$ cat src/rtl/alu_core_param.sv
// Two-operand ALU with load/exec pulses; one-cycle ops, optional WIDTH-cycle MUL/DIV (define ALU_MULDIV_EN).
// Latency: 1 cycle for simple ops, WIDTH cycles for MUL/DIV; pulses are dropped while busy.
module alu_core_param #(
    parameter int WIDTH = 8
) (
    input  logic             clk,
    input  logic             rst,
    input  logic             ld_a,
    input  logic             ld_b,
    input  logic             exec,
    input  logic [WIDTH-1:0] sw,
    output logic [WIDTH-1:0] res_hi,
    output logic [WIDTH-1:0] res_lo,
    output logic [3:0]       flags,
    output logic [3:0]       tag,
    output logic             busy,
    output logic             done,
    output logic             dz
);

    logic [WIDTH-1:0] a, b;
    logic [3:0]       op;
    logic [WIDTH:0]   sum, diff;
    logic [WIDTH-1:0] nxt_hi, nxt_lo;
    logic             nxt_c, nxt_v, op_valid, div_zero, start_mc, idle;
    logic [3:0]       nxt_flags;

    assign op = sw[3:0];

    always_comb begin
        sum      = {1'b0, a} + {1'b0, b};
        diff     = {1'b0, a} - {1'b0, b};
        nxt_hi   = '0;
        nxt_lo   = '0;
        nxt_c    = 1'b0;
        nxt_v    = 1'b0;
        op_valid = 1'b1;
        div_zero = 1'b0;
        start_mc = 1'b0;
        case (op)
            4'd1: begin
                nxt_lo    = sum[WIDTH-1:0];
                nxt_hi[0] = sum[WIDTH];
                nxt_c     = sum[WIDTH];
                nxt_v     = (a[WIDTH-1] == b[WIDTH-1]) && (sum[WIDTH-1] != a[WIDTH-1]);
            end
            4'd2: begin
                // diff[WIDTH] is the borrow out of the zero-extended subtraction
                nxt_lo = diff[WIDTH-1:0];
                nxt_c  = diff[WIDTH];
                nxt_v  = (a[WIDTH-1] != b[WIDTH-1]) && (diff[WIDTH-1] != a[WIDTH-1]);
            end
            4'd3: nxt_lo = ~a;
            4'd4: nxt_lo = a & b;
            4'd5: nxt_lo = a | b;
            4'd6: nxt_lo = a ^ b;
            4'd9: begin
                nxt_lo = {a[WIDTH-2:0], 1'b0};
                nxt_c  = a[WIDTH-1];
            end
            4'd10: begin
                nxt_lo = {1'b0, a[WIDTH-1:1]};
                nxt_c  = a[0];
            end
`ifdef ALU_MULDIV_EN
            4'd7: start_mc = 1'b1;
            4'd8: begin
                if (b == '0) begin
                    div_zero = 1'b1;
                    nxt_lo   = '1;
                    nxt_hi   = a;
                end else begin
                    start_mc = 1'b1;
                end
            end
`endif
            default: op_valid = 1'b0;
        endcase
        nxt_flags = op_valid ? {nxt_lo[WIDTH-1], nxt_lo == '0, nxt_c, nxt_v} : 4'b0000;
    end

`ifdef ALU_MULDIV_EN
    typedef enum logic [1:0] {S_IDLE, S_MUL, S_DIV} state_t;
    state_t           state;
    logic [5:0]       cnt;
    logic [WIDTH-1:0] wk_hi, wk_lo, opnd, step_hi, step_lo;
    logic [WIDTH:0]   msum, rem_sh, trial;

    assign idle = (state == S_IDLE);

    // MUL: wk_lo holds the multiplier shifting out; DIV: wk_hi is the remainder, wk_lo the quotient
    always_comb begin
        msum   = {1'b0, wk_hi} + (wk_lo[0] ? {1'b0, opnd} : {(WIDTH+1){1'b0}});
        rem_sh = {wk_hi, wk_lo[WIDTH-1]};
        trial  = rem_sh - {1'b0, opnd};
        if (state == S_DIV) begin
            step_hi = trial[WIDTH] ? rem_sh[WIDTH-1:0] : trial[WIDTH-1:0];
            step_lo = {wk_lo[WIDTH-2:0], ~trial[WIDTH]};
        end else begin
            step_hi = msum[WIDTH:1];
            step_lo = {msum[0], wk_lo[WIDTH-1:1]};
        end
    end
`else
    assign idle = 1'b1;
`endif

    always_ff @(posedge clk or posedge rst) begin
        if (rst) begin
            a      <= '0;
            b      <= '0;
            res_hi <= '0;
            res_lo <= '0;
            flags  <= '0;
            tag    <= '0;
            busy   <= 1'b0;
            done   <= 1'b0;
            dz     <= 1'b0;
`ifdef ALU_MULDIV_EN
            state  <= S_IDLE;
            cnt    <= '0;
            wk_hi  <= '0;
            wk_lo  <= '0;
            opnd   <= '0;
`endif
        end else begin
            done <= 1'b0;
            if (idle) begin
                if (ld_a) begin
                    a      <= sw;
                    res_lo <= sw;
                    res_hi <= '0;
                    flags  <= '0;
                    tag    <= 4'hA;
                end else if (ld_b) begin
                    b      <= sw;
                    res_lo <= sw;
                    res_hi <= '0;
                    flags  <= '0;
                    tag    <= 4'hB;
                end else if (exec) begin
                    tag <= 4'hC;
                    dz  <= div_zero;
                    if (start_mc) begin
`ifdef ALU_MULDIV_EN
                        busy  <= 1'b1;
                        cnt   <= '0;
                        wk_hi <= '0;
                        if (op == 4'd7) begin
                            state <= S_MUL;
                            wk_lo <= b;
                            opnd  <= a;
                        end else begin
                            state <= S_DIV;
                            wk_lo <= a;
                            opnd  <= b;
                        end
`endif
                    end else begin
                        res_hi <= nxt_hi;
                        res_lo <= nxt_lo;
                        flags  <= nxt_flags;
                        done   <= 1'b1;
                    end
                end
            end
`ifdef ALU_MULDIV_EN
            else begin
                wk_hi <= step_hi;
                wk_lo <= step_lo;
                cnt   <= cnt + 6'd1;
                if (cnt == 6'(WIDTH-1)) begin
                    res_hi <= step_hi;
                    res_lo <= step_lo;
                    flags  <= (state == S_MUL)
                            ? {step_lo[WIDTH-1], step_lo == '0, step_hi != '0, step_hi != '0}
                            : {step_lo[WIDTH-1], step_lo == '0, 2'b00};
                    busy   <= 1'b0;
                    done   <= 1'b1;
                    state  <= S_IDLE;
                end
            end
`endif
        end
    end

endmodule

$ cat config.mk
export PLATFORM = sky130hd
export DESIGN_NAME = alu_core_param
export DESIGN_NICKNAME = d
export VERILOG_FILES = /design/src/rtl/alu_core_param.sv
export SDC_FILE = /design/constraint.sdc
export NUM_CORES = 1
export LEC_CHECK = 0
export ABC_CLOCK_PERIOD_IN_PS = 2250
export CORE_MARGIN = 1
export CORE_UTILIZATION = 40
export DETAILED_ROUTE_END_ITERATION = 7
export PLACE_DENSITY_LB_ADDON = 0.1
export SYNTH_ARGS = -nofsm -noshare
export SYNTH_HDL_FRONTEND = slang
export SYNTH_SLANG_ARGS = --single-unit
$ cat constraint.sdc
create_clock -name clk -period 2.25 [get_ports clk]
set_input_delay 0.3375 -clock clk [delete_from_list [all_inputs] [get_ports clk]]
set_output_delay 0.3375 -clock clk [all_outputs]
set_load 0.05 [all_outputs]
==> PnR_summary.wiki <==
{| class="wikitable"
! Metric !! Value
|-
| Vias in the first global route || 3100
|-
| Internal power || 1.68 mW
|-
| Max cap viols || 0
|-
| Number of detailed-route iterations in the first pass || 6
|-
| Maximum ir drop on the vdd rail || 0.478 mV
|-
| Net switching power figure || 1.02 mW
|-
| Count of synthesis-stage warnings from yosys || 1
|-
| Worst setup slack after layout || -129 ps
|-
| Detailed-routing wirelength on met1 || 4800 um
|-
| Final-report hold violation count || 0
|-
| Remaining antenna violation count after routing || 0
|-
| Number of standard cells in the layout, taps in and fillers out || 578
|-
| Total global-route track usage || 28.1%
|-
| Final number of max-transition violations || 0
|-
| Post-synth top cells || sky130_fd_sc_hd__dfrtp_1, sky130_fd_sc_hd__o21ai_0, sky130_fd_sc_hd__nand2_1, sky130_fd_sc_hd__nor2_1, sky130_fd_sc_hd__ha_1
|-
| Clock sink count || 34
|-
| Longest Clk Path Bufs || 2
|-
| Area enclosed by the die boundary || 7730 um^2
|-
| Post-Syn Area per Cell || 8.23 um^2
|-
| Post-synthesis register bit count || 34
|-
| Post-synth ARST share || 100%
|-
| P per Cell Area || 600 nW/um^2
|-
| Worst-Skew Late Latency || 290 ps
|-
| Violations in the final reports || negative setup slack
|-
| Number of vias after detailed routing || 3209
|-
| Total clock buffers created by CTS || 5
|-
| Die outline height || 87.9 um
|-
| Minimum clock period after layout || 2380 ps
|-
| Total detailed-routing wirelength || 10600 um
|-
| Fraction of layout cells with a size suffix above 1 || 35.3%
|-
| Gate Count Post-Synth || 359
|-
| Maximum number of pins on one net before global-route repair || 35
|-
| Antenna diode count || 0
|-
| Worst-case headroom to the max-slew limit || 66.5%
|-
| Buffer cell driving the clock tree root || sky130_fd_sc_hd__clkbuf_8
|-
| Effective utilization at floorplan || 42.5%
|-
| Share of total power in the clock network || 21.8%
|-
| Share of the cycle needed by the critical path after routing || 106%
|-
| Number of synthesized flops with an enable pin || 0
|-
| Number of instances in the placed design || 559
|-
| Lkg Pwr || 1.99 nW
|-
| X dimension of the die || 87.9 um
|-
| Setup TNS Final || -485 ps
|-
| GR Overflow Total || 0
|-
| Maximum net fanout on the critical path || 3
|-
| Post-DR vias/cell || 5.55
|-
| Top Ports || 40
|-
| Synthesis-to-layout area growth || 52.5%
|-
| Net switching share of the total power || 37.6%
|-
| Total of buffers placed on input and output ports || 30
|-
| Seq pwr share || 25.7%
|-
| Met2 wirelength from detailed routing || 4760 um
|-
| Top sig layer || met4
|-
| Worst min path class || primary input to asynchronous set/reset pin
|-
| Antenna violations before repair || 0
|-
| Post-route DRC || 0
|-
| Filler instances || 590
|-
| Critical Path End Type || flop
|-
| Most area-hungry cell type in the Yosys netlist || sky130_fd_sc_hd__dfrtp_1
|-
| Clock-pin slew on the worst setup and hold paths || 70 ps
|-
| Required time reported for the critical path endpoint || 2460 ps
|-
| Kind of critical path || flop to flop
|-
| Comb power frac || 52.5%
|-
| Yosys top cell area share || 28.8%
|-
| Most used flip-flop cell after synthesis || sky130_fd_sc_hd__dfrtp_1
|-
| Final net count || 522
|-
| Violation count after the first detailed-route iteration || 246
|-
| Synth Cell Area || 2950 um^2
|-
| Met3 WL || 679 um
|-
| Cts-stage hold buffer count || 0
|-
| Pin slew with the least headroom to its limit || 501 ps
|-
| Synth cell types || 63
|-
| Top post-synthesis cells by area || sky130_fd_sc_hd__dfrtp_1, sky130_fd_sc_hd__ha_1, sky130_fd_sc_hd__o21ai_0
|-
| RSZ-0062 raised after global routing || true
|-
| Wirelength per Cell || 18.3 um
|-
| Total of endpoints with negative setup slack in the final report || 6
|-
| Maximum achievable frequency || 0.420 GHz
|-
| Core ar. || 6940 um^2
|-
| Placer's final routability congestion estimate || 0.961
|-
| First-pass GRT wire length || 16300 um
|-
| CTS tree || built
|-
| Critical path data arrival time || 2590 ps
|-
| Max H-tree Level || 2
|-
| Critical path startpoint category || flop
|-
| Count leader, synth || sky130_fd_sc_hd__dfrtp_1
|-
| Portion of the post-synthesis area used by sequential elements || 28.8%
|-
| Final HPWL DP || 7650 um
|-
| Std-Cell Rows || 30
|-
| Run status || complete, but fails checks
|-
| Clock skew after layout || 5.22 ps
|}
## worst max-delay path: stages (launching register included)
cell and delay [ps]:
sky130_fd_sc_hd__dfrtp_1 410, sky130_fd_sc_hd__ha_2 210, sky130_fd_sc_hd__fa_2 370, sky130_fd_sc_hd__a21oi_2 160, sky130_fd_sc_hd__o21bai_1 100, sky130_fd_sc_hd__a221o_1 340
sky130_fd_sc_hd__a211oi_2 270, sky130_fd_sc_hd__nor3b_2 200, sky130_fd_sc_hd__nand4_1 100, sky130_fd_sc_hd__o21ai_1 140
## metrics by stage
step	worst slack [ps]	hold WS [ps]	cell area [um^2]	total power [mW]	utilization [%]
floorplan	0.415	454	3020	1.37	-
global placement	-280	454	4020	1.86	57.9
detailed placement	-321	456	4020	1.86	57.9
CTS	-194	463	4350	2.59	62.6
global route	-220	489	4500	2.84	64.9
finish	-129	452	4500	2.70	64.9
## timing repair
item | CTS | global route
pin swaps | 16 | 20
gates resized for setup | 26 | 31
buffers inserted | 11 | 3
setup endpoints to repair | 8 | 9
## cell type report
cell class                 instances  area [um^2]  area share, %
clock buffer                       6         82.6           1.83
clock inverter                     1         30.0          0.667
inverter                          24         92.6           2.06
multi-input combinational        277         2160           47.9
sequential                        34          852           18.9
tap                               96          120           2.67
timing repair buffer             140         1170           25.9
## power by group through the flow
| stage | sequential [mW] | combinational (mW) | clock [mW] |
|---|---|---|---|
| 6_report | 0.695 | 1.42 | 0.588 |
| 3_5_place_dp | 0.704 | 1.16 | 0 |
| 2_1_floorplan | 0.774 | 0.594 | 0 |
| 3_3_place_gp | 0.703 | 1.15 | 0 |
| 5_1_grt | 0.701 | 1.51 | 0.623 |
| 4_1_cts | 0.693 | 1.30 | 0.600 |
## routing by layer
metal	vias up	GRT usage, %
met1	1517	39.0
met5	-	0
met4	0	10.4
li1	1518	-
met2	144	43.1
met3	30	5.66
## registers in the layout, indices dropped and copies added (netlist names)
register	cells
a	8
res_lo	8
b	8
done	1
tag	4
res_hi	1
flags	4
## worst paths after layout
check / startpoint / end / slack, ps / depth (start not counted)
max: b[0]$_DFFE_PP0P_ / flags[2]$_DFFE_PP0P_ / -130 / 9
min: rst / tag[0]$_DFFE_PP0P_ / 450 / 3
max reg2reg: b[0]$_DFFE_PP0P_ / flags[2]$_DFFE_PP0P_ / -130 / 9
min reg2reg: tag[3]$_DFFE_PP0P_ / tag[3]$_DFFE_PP0P_ / 470 / 1
max in group asynchronous: rst / a[1]$_DFFE_PP0P_ / 1460 / 3
min in group clk: tag[3]$_DFFE_PP0P_ / tag[3]$_DFFE_PP0P_ / 470 / 1
## cell usage in the layout (no fill, tap or decap), types with 4 or more instances in the layout
cell type / netlist / final
sky130_fd_sc_hd__o22ai_1: 13 / 12
sky130_fd_sc_hd__buf_4: 9 / 104
sky130_fd_sc_hd__nand2b_1: 9 / 7
sky130_fd_sc_hd__ha_1: 25 / 18
sky130_fd_sc_hd__mux2i_1: 4 / 4
sky130_fd_sc_hd__clkbuf_8: 0 / 6
sky130_fd_sc_hd__nor2_1: 26 / 24
sky130_fd_sc_hd__a21oi_2: 0 / 5
sky130_fd_sc_hd__dfrtp_1: 34 / 33
sky130_fd_sc_hd__clkdlybuf4s50_1: 0 / 29
sky130_fd_sc_hd__inv_2: 0 / 4
sky130_fd_sc_hd__o21a_1: 6 / 6
sky130_fd_sc_hd__o21ai_0: 29 / 28
sky130_fd_sc_hd__a21o_1: 5 / 5
sky130_fd_sc_hd__conb_1: 1 / 9
sky130_fd_sc_hd__a21oi_1: 24 / 19
sky130_fd_sc_hd__a2bb2oi_1: 4 / 4
sky130_fd_sc_hd__nor3_1: 6 / 4
sky130_fd_sc_hd__nand2_1: 26 / 25
sky130_fd_sc_hd__buf_6: 2 / 4
sky130_fd_sc_hd__ha_4: 0 / 4
sky130_fd_sc_hd__o21ai_1: 6 / 6
sky130_fd_sc_hd__nand3_1: 7 / 7
sky130_fd_sc_hd__inv_1: 24 / 19
sky130_fd_sc_hd__nor2b_1: 10 / 10
## cells by family (layout without fill, tap and decap cells)
family	after synthesis	after routing	share of synthesized area, %
compound gates	131	131	29.7
fa+ha+maj	27	27	11.9
other cells	1	9	0.127
buf+inv	56	171	9.11
flops	34	34	28.8
mux	5	5	1.74
xor+xnor	2	2	0.593
simple gates	103	103	18.0
No activity file was read; power rests on OpenSTA's default activity.
